==> config.mk <==
export PLATFORM = sky130hd
export DESIGN_NAME = x_iddr2_deser
export DESIGN_NICKNAME = d
export VERILOG_FILES = /design/src/rtl/x_ddr_pkg.sv /design/src/rtl/x_iddr2_capture.sv /design/src/rtl/x_iddr2_deser.sv
export SDC_FILE = /design/constraint.sdc
export NUM_CORES = 1
export LEC_CHECK = 0
export ABC_AREA = 1
export ABC_CLOCK_PERIOD_IN_PS = 5450
export CAP_MARGIN = 20
export CORE_MARGIN = 2
export CORE_UTILIZATION = 53
export CTS_CLUSTER_SIZE = 16
export DETAILED_ROUTE_END_ITERATION = 8
export PLACE_DENSITY = 0.75
export SYNTH_ARGS = -nofsm -noshare
export SYNTH_HDL_FRONTEND = slang
export SYNTH_SLANG_ARGS = --single-unit
==> constraint.sdc <==
create_clock -name C -period 5.45 [get_ports C]
set_input_delay 1.09 -clock C [delete_from_list [all_inputs] [get_ports C]]
set_output_delay 1.09 -clock C [all_outputs]
set_load 0.02 [all_outputs]
==> src/rtl/x_ddr_pkg.sv <==
// Shared encodings for the DDR input capture path.
//   ALIGN_*   : pair-output alignment (NONE = native edges, C0 = both retimed to rise)
//   SRTYPE_*  : R/S behaviour on the capture registers (SYNC = on capture edge, ASYNC = immediate)
//   FIFO_DEPTH: word buffer depth behind the deserializer
package x_ddr_pkg;

  localparam logic ALIGN_NONE   = 1'b0;
  localparam logic ALIGN_C0     = 1'b1;

  localparam logic SRTYPE_SYNC  = 1'b0;
  localparam logic SRTYPE_ASYNC = 1'b1;

  localparam int   FIFO_DEPTH   = 2;

endpackage

==> src/rtl/x_iddr2_capture.sv <==
// DDR capture stage: r0 samples d on rise of c, r1 samples d on the following fall.
// Applies INIT/R/S to the capture registers and produces the pair outputs in either
// native (NONE) or rise-retimed (C0) alignment.
// Ports:
//   c, rn        clock and async active-low reset
//   d, ce        pad data and capture enable
//   r, s         reset / set of the capture regs (r wins)
//   q0, q1       pair outputs in the selected alignment
//   pair0/pair1  raw capture regs, consumed by the deserializer at the next enabled rise
//   pair_vld     capture regs hold real data (set by an enabled rise, cleared by RN or R)
module x_iddr2_capture
  import x_ddr_pkg::*;
#(
  parameter string DDR_ALIGNMENT = "NONE",
  parameter logic  INIT          = 1'b0,
  parameter string SRTYPE        = "SYNC"
) (
  input  logic c,
  input  logic rn,
  input  logic d,
  input  logic ce,
  input  logic r,
  input  logic s,
  output logic q0,
  output logic q1,
  output logic pair0,
  output logic pair1,
  output logic pair_vld
);

  localparam logic ALIGN = (DDR_ALIGNMENT == "C0")  ? ALIGN_C0     : ALIGN_NONE;
  localparam logic SRT   = (SRTYPE == "ASYNC")      ? SRTYPE_ASYNC : SRTYPE_SYNC;

  logic r0_q, r0_d;
  logic r1_q, r1_d;
  logic vld_q, vld_d;

  always_comb begin
    r0_d = r0_q;
    if (r)       r0_d = 1'b0;
    else if (s)  r0_d = 1'b1;
    else if (ce) r0_d = d;

    r1_d = r1_q;
    if (r)       r1_d = 1'b0;
    else if (s)  r1_d = 1'b1;
    else if (ce) r1_d = d;

    // A pair captured under R is forced data, not pad data, so it is never consumed.
    vld_d = vld_q;
    if (r)       vld_d = 1'b0;
    else if (ce) vld_d = 1'b1;
  end

  // Each capture reg honours R/S on its own edge in SYNC mode.
  generate
    if (SRT == SRTYPE_ASYNC) begin : g_async
      always_ff @(posedge c or negedge rn or posedge r or posedge s) begin
        if (!rn)     r0_q <= INIT;
        else if (r)  r0_q <= 1'b0;
        else if (s)  r0_q <= 1'b1;
        else         r0_q <= r0_d;
      end
      always_ff @(negedge c or negedge rn or posedge r or posedge s) begin
        if (!rn)     r1_q <= INIT;
        else if (r)  r1_q <= 1'b0;
        else if (s)  r1_q <= 1'b1;
        else         r1_q <= r1_d;
      end
    end else begin : g_sync
      always_ff @(posedge c or negedge rn) begin
        if (!rn) r0_q <= INIT;
        else     r0_q <= r0_d;
      end
      always_ff @(negedge c or negedge rn) begin
        if (!rn) r1_q <= INIT;
        else     r1_q <= r1_d;
      end
    end
  endgenerate

  always_ff @(posedge c or negedge rn) begin
    if (!rn) vld_q <= 1'b0;
    else     vld_q <= vld_d;
  end

  generate
    if (ALIGN == ALIGN_C0) begin : g_c0
      logic a0_q, a0_d;
      logic a1_q, a1_d;

      always_comb begin
        a0_d = ce ? r0_q : a0_q;
        a1_d = ce ? r1_q : a1_q;
      end

      always_ff @(posedge c or negedge rn) begin
        if (!rn) begin
          a0_q <= INIT;
          a1_q <= INIT;
        end else begin
          a0_q <= a0_d;
          a1_q <= a1_d;
        end
      end

      assign q0 = a0_q;
      assign q1 = a1_q;
    end else begin : g_none
      assign q0 = r0_q;
      assign q1 = r1_q;
    end
  endgenerate

  assign pair0    = r0_q;
  assign pair1    = r1_q;
  assign pair_vld = vld_q;

endmodule

==> src/rtl/x_iddr2_deser.sv <==
// DDR input register with deserializer. Captures D on both edges of C, presents the
// pair on Q0/Q1 and packs the bit stream (Q0 bit first) into WIDTH-bit words held in a
// 2-entry valid/ready buffer whose head is the registered WORD/WORD_VALID.
// Ports:
//   C, RN                 clock and async active-low reset
//   D, CE, R, S           pad data, enable, capture reset/set (R also flushes the packer)
//   Q0, Q1                captured pair
//   BITSLIP               drop the Q0 bit of the pair consumed at this rise
//   WORD, WORD_VALID      buffer head
//   WORD_READY            consumer accept
//   OVERFLOW              sticky: a completed word found the buffer full
// Build option: define X_IDDR2_BITSLIP_EN to enable BITSLIP; otherwise it is ignored.
module x_iddr2_deser
  import x_ddr_pkg::*;
#(
  parameter string DDR_ALIGNMENT = "NONE",
  parameter logic  INIT          = 1'b0,
  parameter string SRTYPE        = "SYNC",
  parameter int    WIDTH         = 8
) (
  input  logic             C,
  input  logic             RN,
  input  logic             D,
  input  logic             CE,
  input  logic             R,
  input  logic             S,
  output logic             Q0,
  output logic             Q1,
  input  logic             BITSLIP,
  output logic [WIDTH-1:0] WORD,
  output logic             WORD_VALID,
  input  logic             WORD_READY,
  output logic             OVERFLOW
);

  localparam int CW = $clog2(WIDTH);

  logic pair0, pair1, pair_vld;
  logic slip;

  x_iddr2_capture #(
    .DDR_ALIGNMENT (DDR_ALIGNMENT),
    .INIT          (INIT),
    .SRTYPE        (SRTYPE)
  ) u_capture (
    .c        (C),
    .rn       (RN),
    .d        (D),
    .ce       (CE),
    .r        (R),
    .s        (S),
    .q0       (Q0),
    .q1       (Q1),
    .pair0    (pair0),
    .pair1    (pair1),
    .pair_vld (pair_vld)
  );

`ifdef X_IDDR2_BITSLIP_EN
  assign slip = BITSLIP;
`else
  logic unused_bitslip;
  assign unused_bitslip = BITSLIP;
  assign slip = 1'b0;
`endif

  logic [WIDTH-1:0] acc_q, acc_d;
  logic [CW-1:0]    cnt_q, cnt_d;
  logic [WIDTH-1:0] word_q, word_d;
  logic             word_vld_q, word_vld_d;
  logic [WIDTH-1:0] f1_q, f1_d;
  logic             f1_vld_q, f1_vld_d;
  logic             ovf_q, ovf_d;

  logic             push, pop, full;
  logic [WIDTH-1:0] push_word;
  logic [1:0]       bits, bit_en;
  logic [1:0]       occ;

  // Packer: append up to two bits in stream order; a bit landing on the last slot
  // closes the word and any following bit starts the next word at bit 0.
  always_comb begin
    acc_d     = acc_q;
    cnt_d     = cnt_q;
    push      = 1'b0;
    push_word = '0;
    bits      = slip ? {1'b0, pair1} : {pair1, pair0};
    bit_en    = slip ? 2'b01 : 2'b11;
    if (CE && pair_vld) begin
      for (int i = 0; i < 2; i++) begin
        if (bit_en[i]) begin
          acc_d[cnt_d] = bits[i];
          if (cnt_d == CW'(WIDTH - 1)) begin
            push      = 1'b1;
            push_word = acc_d;
            acc_d     = '0;
            cnt_d     = '0;
          end else begin
            cnt_d = cnt_d + 1'b1;
          end
        end
      end
    end
    if (R) begin
      acc_d = '0;
      cnt_d = '0;
      push  = 1'b0;
    end
  end

  // Two-entry buffer: head is the output register, f1 is the spill slot.
  always_comb begin
    occ        = {1'b0, word_vld_q} + {1'b0, f1_vld_q};
    full       = (occ == 2'(FIFO_DEPTH));
    pop        = word_vld_q && WORD_READY;
    word_d     = word_q;
    word_vld_d = word_vld_q;
    f1_d       = f1_q;
    f1_vld_d   = f1_vld_q;
    ovf_d      = ovf_q;
    if (pop) begin
      word_d     = f1_q;
      word_vld_d = f1_vld_q;
      f1_vld_d   = 1'b0;
    end
    if (push) begin
      if (full && !pop) begin
        ovf_d = 1'b1;
      end else if (!word_vld_d) begin
        word_d     = push_word;
        word_vld_d = 1'b1;
      end else begin
        f1_d     = push_word;
        f1_vld_d = 1'b1;
      end
    end
    if (R) ovf_d = 1'b0;
  end

  always_ff @(posedge C or negedge RN) begin
    if (!RN) begin
      acc_q      <= '0;
      cnt_q      <= '0;
      word_q     <= '0;
      word_vld_q <= 1'b0;
      f1_q       <= '0;
      f1_vld_q   <= 1'b0;
      ovf_q      <= 1'b0;
    end else begin
      acc_q      <= acc_d;
      cnt_q      <= cnt_d;
      word_q     <= word_d;
      word_vld_q <= word_vld_d;
      f1_q       <= f1_d;
      f1_vld_q   <= f1_vld_d;
      ovf_q      <= ovf_d;
    end
  end

  assign WORD       = word_q;
  assign WORD_VALID = word_vld_q;
  assign OVERFLOW   = ovf_q;

endmodule
; Word-level counts from Yosys, hierarchy flattened
; Index checks and enable logic that the tools add are counted.
[word_totals]
output_inout_bits = 12
input_bits = 8
word_cells = 76
reg_bits = 33
[op_classes]
magnitude_cmp = 4
add_sub_neg = 3
mux = 42
bitwise_logic = 1
n_reduce_logical = 13
eq_ne = 3
[op_table]
columns = op, n
row1 = 8-bit two-way mux, 12
row2 = 1-bit two-way mux, 21
row3 = 8-bit bitwise mux, 2
row4 = 3-bit two-way mux, 5
row5 = 3-bit by 4-bit less-than comparator with 1-bit output (second input constant), 2
row6 = 2-bit nonzero test, 4
row7 = 3-bit by 1-bit adder with 3-bit output (second input constant), 2
row8 = 1-bit demux with 3-bit select, 2
row9 = 3-bit == test (second input constant), 2
row10 = 3-bit by 1-bit greater-or-equal comparator with 1-bit output (second input constant), 2
row11 = 1-bit logical AND, 5
row12 = 3-bit AND reduction, 1
row13 = 3-bit nonzero test, 1
row14 = 1-bit by 1-bit adder with 2-bit output, 1
row15 = 2-bit == test (second input constant), 1
row16 = 2-bit AND reduction, 1
row17 = 1-bit zero test, 1
row18 = 1-bit inverter, 1

; Depth between registers and ports, before layout
[depth]
depth_word = 13
ltp_mapped = 11

; Cells and area by module
; A second synthesis with hierarchy kept.
[hier_totals]
hier_cells = 276
hier_area_um2 = 1990.7
[by_module_without_submodules]
columns = mod, instances, cells_per_inst, seq_area_each_um2, area_each_um2
row1 = x_iddr2_deser, 1, 259, 750.7, 1853.0
row2 = x_iddr2_capture, 1, 17, 75.1, 137.6

==> results.yml <==
clock_tree:
  clkSlewWorstSetupHoldPaths_ns: 0.07
  tritoncts: "done"
  cts.sinks: 33
  root_buffer: "sky130_fd_sc_hd__clkbuf_8"
  cts_buffers: 5
  post_cts_resize_count: 0
  max-clock-path-buffers: 2
  cts_hold_buffers: 0
  clkLatencyLatePin_ns: 0.29
  cts_setup_buffers: 0
  cts-htree-levels: 2
final_layout:
  post_route_cells_drive_above_1_share_pct: 13.3
  area_growth_pct: 12.6
  net_count_of_the_finished_layout: 297
  layout.cells.most_common_list: "100 x sky130_fd_sc_hd__nand2_1, 32 x sky130_fd_sc_hd__dfrtp_1, 28 x sky130_fd_sc_hd__nand3_1, 18 x sky130_fd_sc_hd__clkdlybuf4s50_1, 15 x sky130_fd_sc_hd__a21oi_1"
  filler_cell_count: 346
  layoutNonFillerInstCount: 334
  layout.cells.most_common: "sky130_fd_sc_hd__nand2_1"
  register_area_um2: 826
  multi_input_comb_area_um2: 1060
  antenna-diode-count: 0
setup_path:
  critical_path.top_delay_family: "buffers and inverters"
  cp_slowest_stage_delay_ns: 0.68
  worst_path_max_delay_cell: "sky130_fd_sc_hd__clkdlybuf4s50_1"
  path_max_fanout: 10
  setup.worst_path.start_class: "register"
  cp_data_required_time_ns: 4.36
  critical_path.cell_chain: "clkdlybuf4s50_1"
  critical_path_buf_inv_count: 1
  worst-endpoint-arrival_ns: 4.30
  critical_path.endpoint_type: "output port"
  worstSetupPathType: "reg -> out"
timing:
  worst-slew-pin-transition_ns: 0.669
  setup_repair_after_global_routing_missed_its_margin: "false"
  final_max_slew_viol_count: 0
  skew_ns: 0.0122
  finalSetupViolations: 0
  report.final.hold_viol_count: 0
  final_worst_slack_ns: 0.0607
  fin_setup_tns_ns: 0
  worst_slew_margin_rel_pct: 55.4
synth:
  post_synth_num_cell_types: 28
  synth_area_leaders: "sky130_fd_sc_hd__dfrtp_1 39%, sky130_fd_sc_hd__nand2_1 18%, sky130_fd_sc_hd__nand3_1 6.8%, sky130_fd_sc_hd__a21oi_1 3.7%, sky130_fd_sc_hd__o21ai_0 2.9%"
  syn_avg_cell_area_um2: 7.52
  seq_area_frac_synth_pct: 40.2
  synthDominantCellAreaShare_pct: 39.0
  post_synth_inst_count: 273
  synth.cell_area_um2: 2050
  synth_fp_nets: 285
  synth.largest_area_cell: "sky130_fd_sc_hd__dfrtp_1"
  yosysWarnings: 0
  synth.ff_latch_count: 33
outcome:
  status: "finished clean"
grt:
  grt_pass1_wl_um: 7560
  antenna_found_initial: 0
  overflow: 0
  grt_start_max_net_pins: 33
  number_of_global_route_vias_before_repair: 1607
  grt_usage_pct: 22.7
drt:
  drt-vias-per-instance: 5.40
  route.final.wire_length_um: 4360
  first_iter_violations: 168
  route.detailed.drc: 0
  mean_routed_wirelength_per_cell_um: 13.1
  1st_pass_router_iterations: 4
  final_antenna_net_count: 0
  dr_total_vias: 1805
floorplan:
  initial_utilization_pct: 55.6
  die-height_um: 66.2
  ioPinCount: 20
  dieArea_um2: 4390
  die_width_um: 66.2
  floorplan.rows: 22
  area_of_the_core_um2: 3690
place:
  gp_congestion: 0.891
  place_worst_setup_slack_ns: 0.367
  detailed_place_hpwl_um: 3100
  dpl.cell_count: 326
  port_buffers: 18
pwr:
  p_leak_nw: 1.11
  peakVddDrop_mv: 0.124
  power.density_nw_per_um2: 244
hold_path:
  worstHoldPathType: "reg -> reg"
job:
  drv_cap: 0
## worst paths after layout
path | start | endpoint | slack [ns] | cells after the start
min | f1_q[3] | f1_q[3] | 0.49 | 2
max reg2reg | u_capture.pair1 | f1_q[5] | 1.51 | 4
min in group asynchronous | RN | acc_q[7] | 1.27 | 2
max in group asynchronous | RN | u_capture.pair1 | 1.72 | 1
max | u_capture.pair1 | Q1 | 0.06 | 1
min reg2reg | f1_q[3] | f1_q[3] | 0.49 | 2
## per-layer routing
layer | share of wire [%] | up-vias | GRT usage, %
met4 | 1.1 | 0 | 6.38
met5 | 0 | - | 0
met2 | 44 | 27 | 33.8
li1 | - | 940 | -
met3 | 3.3 | 5 | 5.28
met1 | 52 | 833 | 32.9
## power by group
part,internal (mW),switching (mW)
combinational,0.0231,0.0410
sequential,0.253,0.00904
clock,0.149,0.0879
total,0.425,0.138
## Yosys cell counts
| cell | n |
|---|---|
| sky130_fd_sc_hd__o21ai_2 | 2 |
| sky130_fd_sc_hd__inv_1 | 8 |
| sky130_fd_sc_hd__nand2_1 | 100 |
| sky130_fd_sc_hd__nand3_1 | 28 |
| sky130_fd_sc_hd__inv_2 | 9 |
| sky130_fd_sc_hd__a31oi_1 | 6 |
| sky130_fd_sc_hd__nor3_4 | 2 |
| sky130_fd_sc_hd__ha_1 | 3 |
| sky130_fd_sc_hd__o21ai_0 | 12 |
| sky130_fd_sc_hd__o21ai_1 | 8 |
| sky130_fd_sc_hd__buf_6 | 5 |
| sky130_fd_sc_hd__a21oi_1 | 15 |
| sky130_fd_sc_hd__buf_4 | 3 |
| sky130_fd_sc_hd__nand2_2 | 3 |
| sky130_fd_sc_hd__o211ai_1 | 1 |
| sky130_fd_sc_hd__buf_1 | 1 |
| sky130_fd_sc_hd__nand3_2 | 5 |
| sky130_fd_sc_hd__clkbuf_1 | 1 |
| sky130_fd_sc_hd__dfrtp_1 | 32 |
| sky130_fd_sc_hd__nor2_2 | 6 |
| sky130_fd_sc_hd__nand4_1 | 9 |
| sky130_fd_sc_hd__fa_1 | 1 |
| sky130_fd_sc_hd__dfrtn_1 | 1 |
| sky130_fd_sc_hd__nand2_4 | 1 |
| sky130_fd_sc_hd__nor2_1 | 4 |
| sky130_fd_sc_hd__a21oi_2 | 2 |
| sky130_fd_sc_hd__buf_2 | 4 |
| sky130_fd_sc_hd__o22ai_1 | 1 |
## flip-flops by register name, summed over array words and instances (netlist names)
register / cells
cnt_q: 3
WORD_VALID: 1
u_capture.pair_vld: 1
u_capture.pair1: 1
f1_q: 8
f1_vld_q: 1
acc_q: 8
WORD: 8
u_capture.pair0: 1
OVERFLOW: 1
## worst reg2reg max path, delay by kind of cell (launching register included)
kind,cells,cell delay (ns)
flip-flops,1,0.61
AND/OR/NAND/NOR,3,0.40
AO/OA/AOI/OAI,1,0.13
## per-stage QoR
stage / total power, mW / cell area [um^2] / hold WS, ns / util (%)
global placement: 0.330 / 2190 / 0.466 / 59.5
finish: 0.563 / 2310 / 0.489 / 62.6
CTS: 0.567 / 2310 / 0.493 / 62.6
detailed placement: 0.331 / 2190 / 0.474 / 59.5
global route: 0.586 / 2310 / 0.517 / 62.6
floorplan: 0.307 / 2050 / 0.455 / -
## logic make-up after synthesis
| logic type | share of synthesized area, % |
|---|---|
| AND/OR/NAND/NOR | 35.9 |
| adder cells (fa/ha/maj) | 2.81 |
| AO/OA/AOI/OAI | 12.7 |
| buffers and inverters | 8.29 |
| flip-flops | 40.2 |
## final cells by class
class	instances	share of cell area [%]
Sequential cell	33	35.8
Multi-Input combinational cell	209	45.7
Clock buffer	7	3.74
Inverter	17	2.76
Timing Repair Buffer	19	8.13
Tap cell	48	2.60
Clock inverter	1	1.30
No activity file was read; power rests on OpenSTA's default activity.
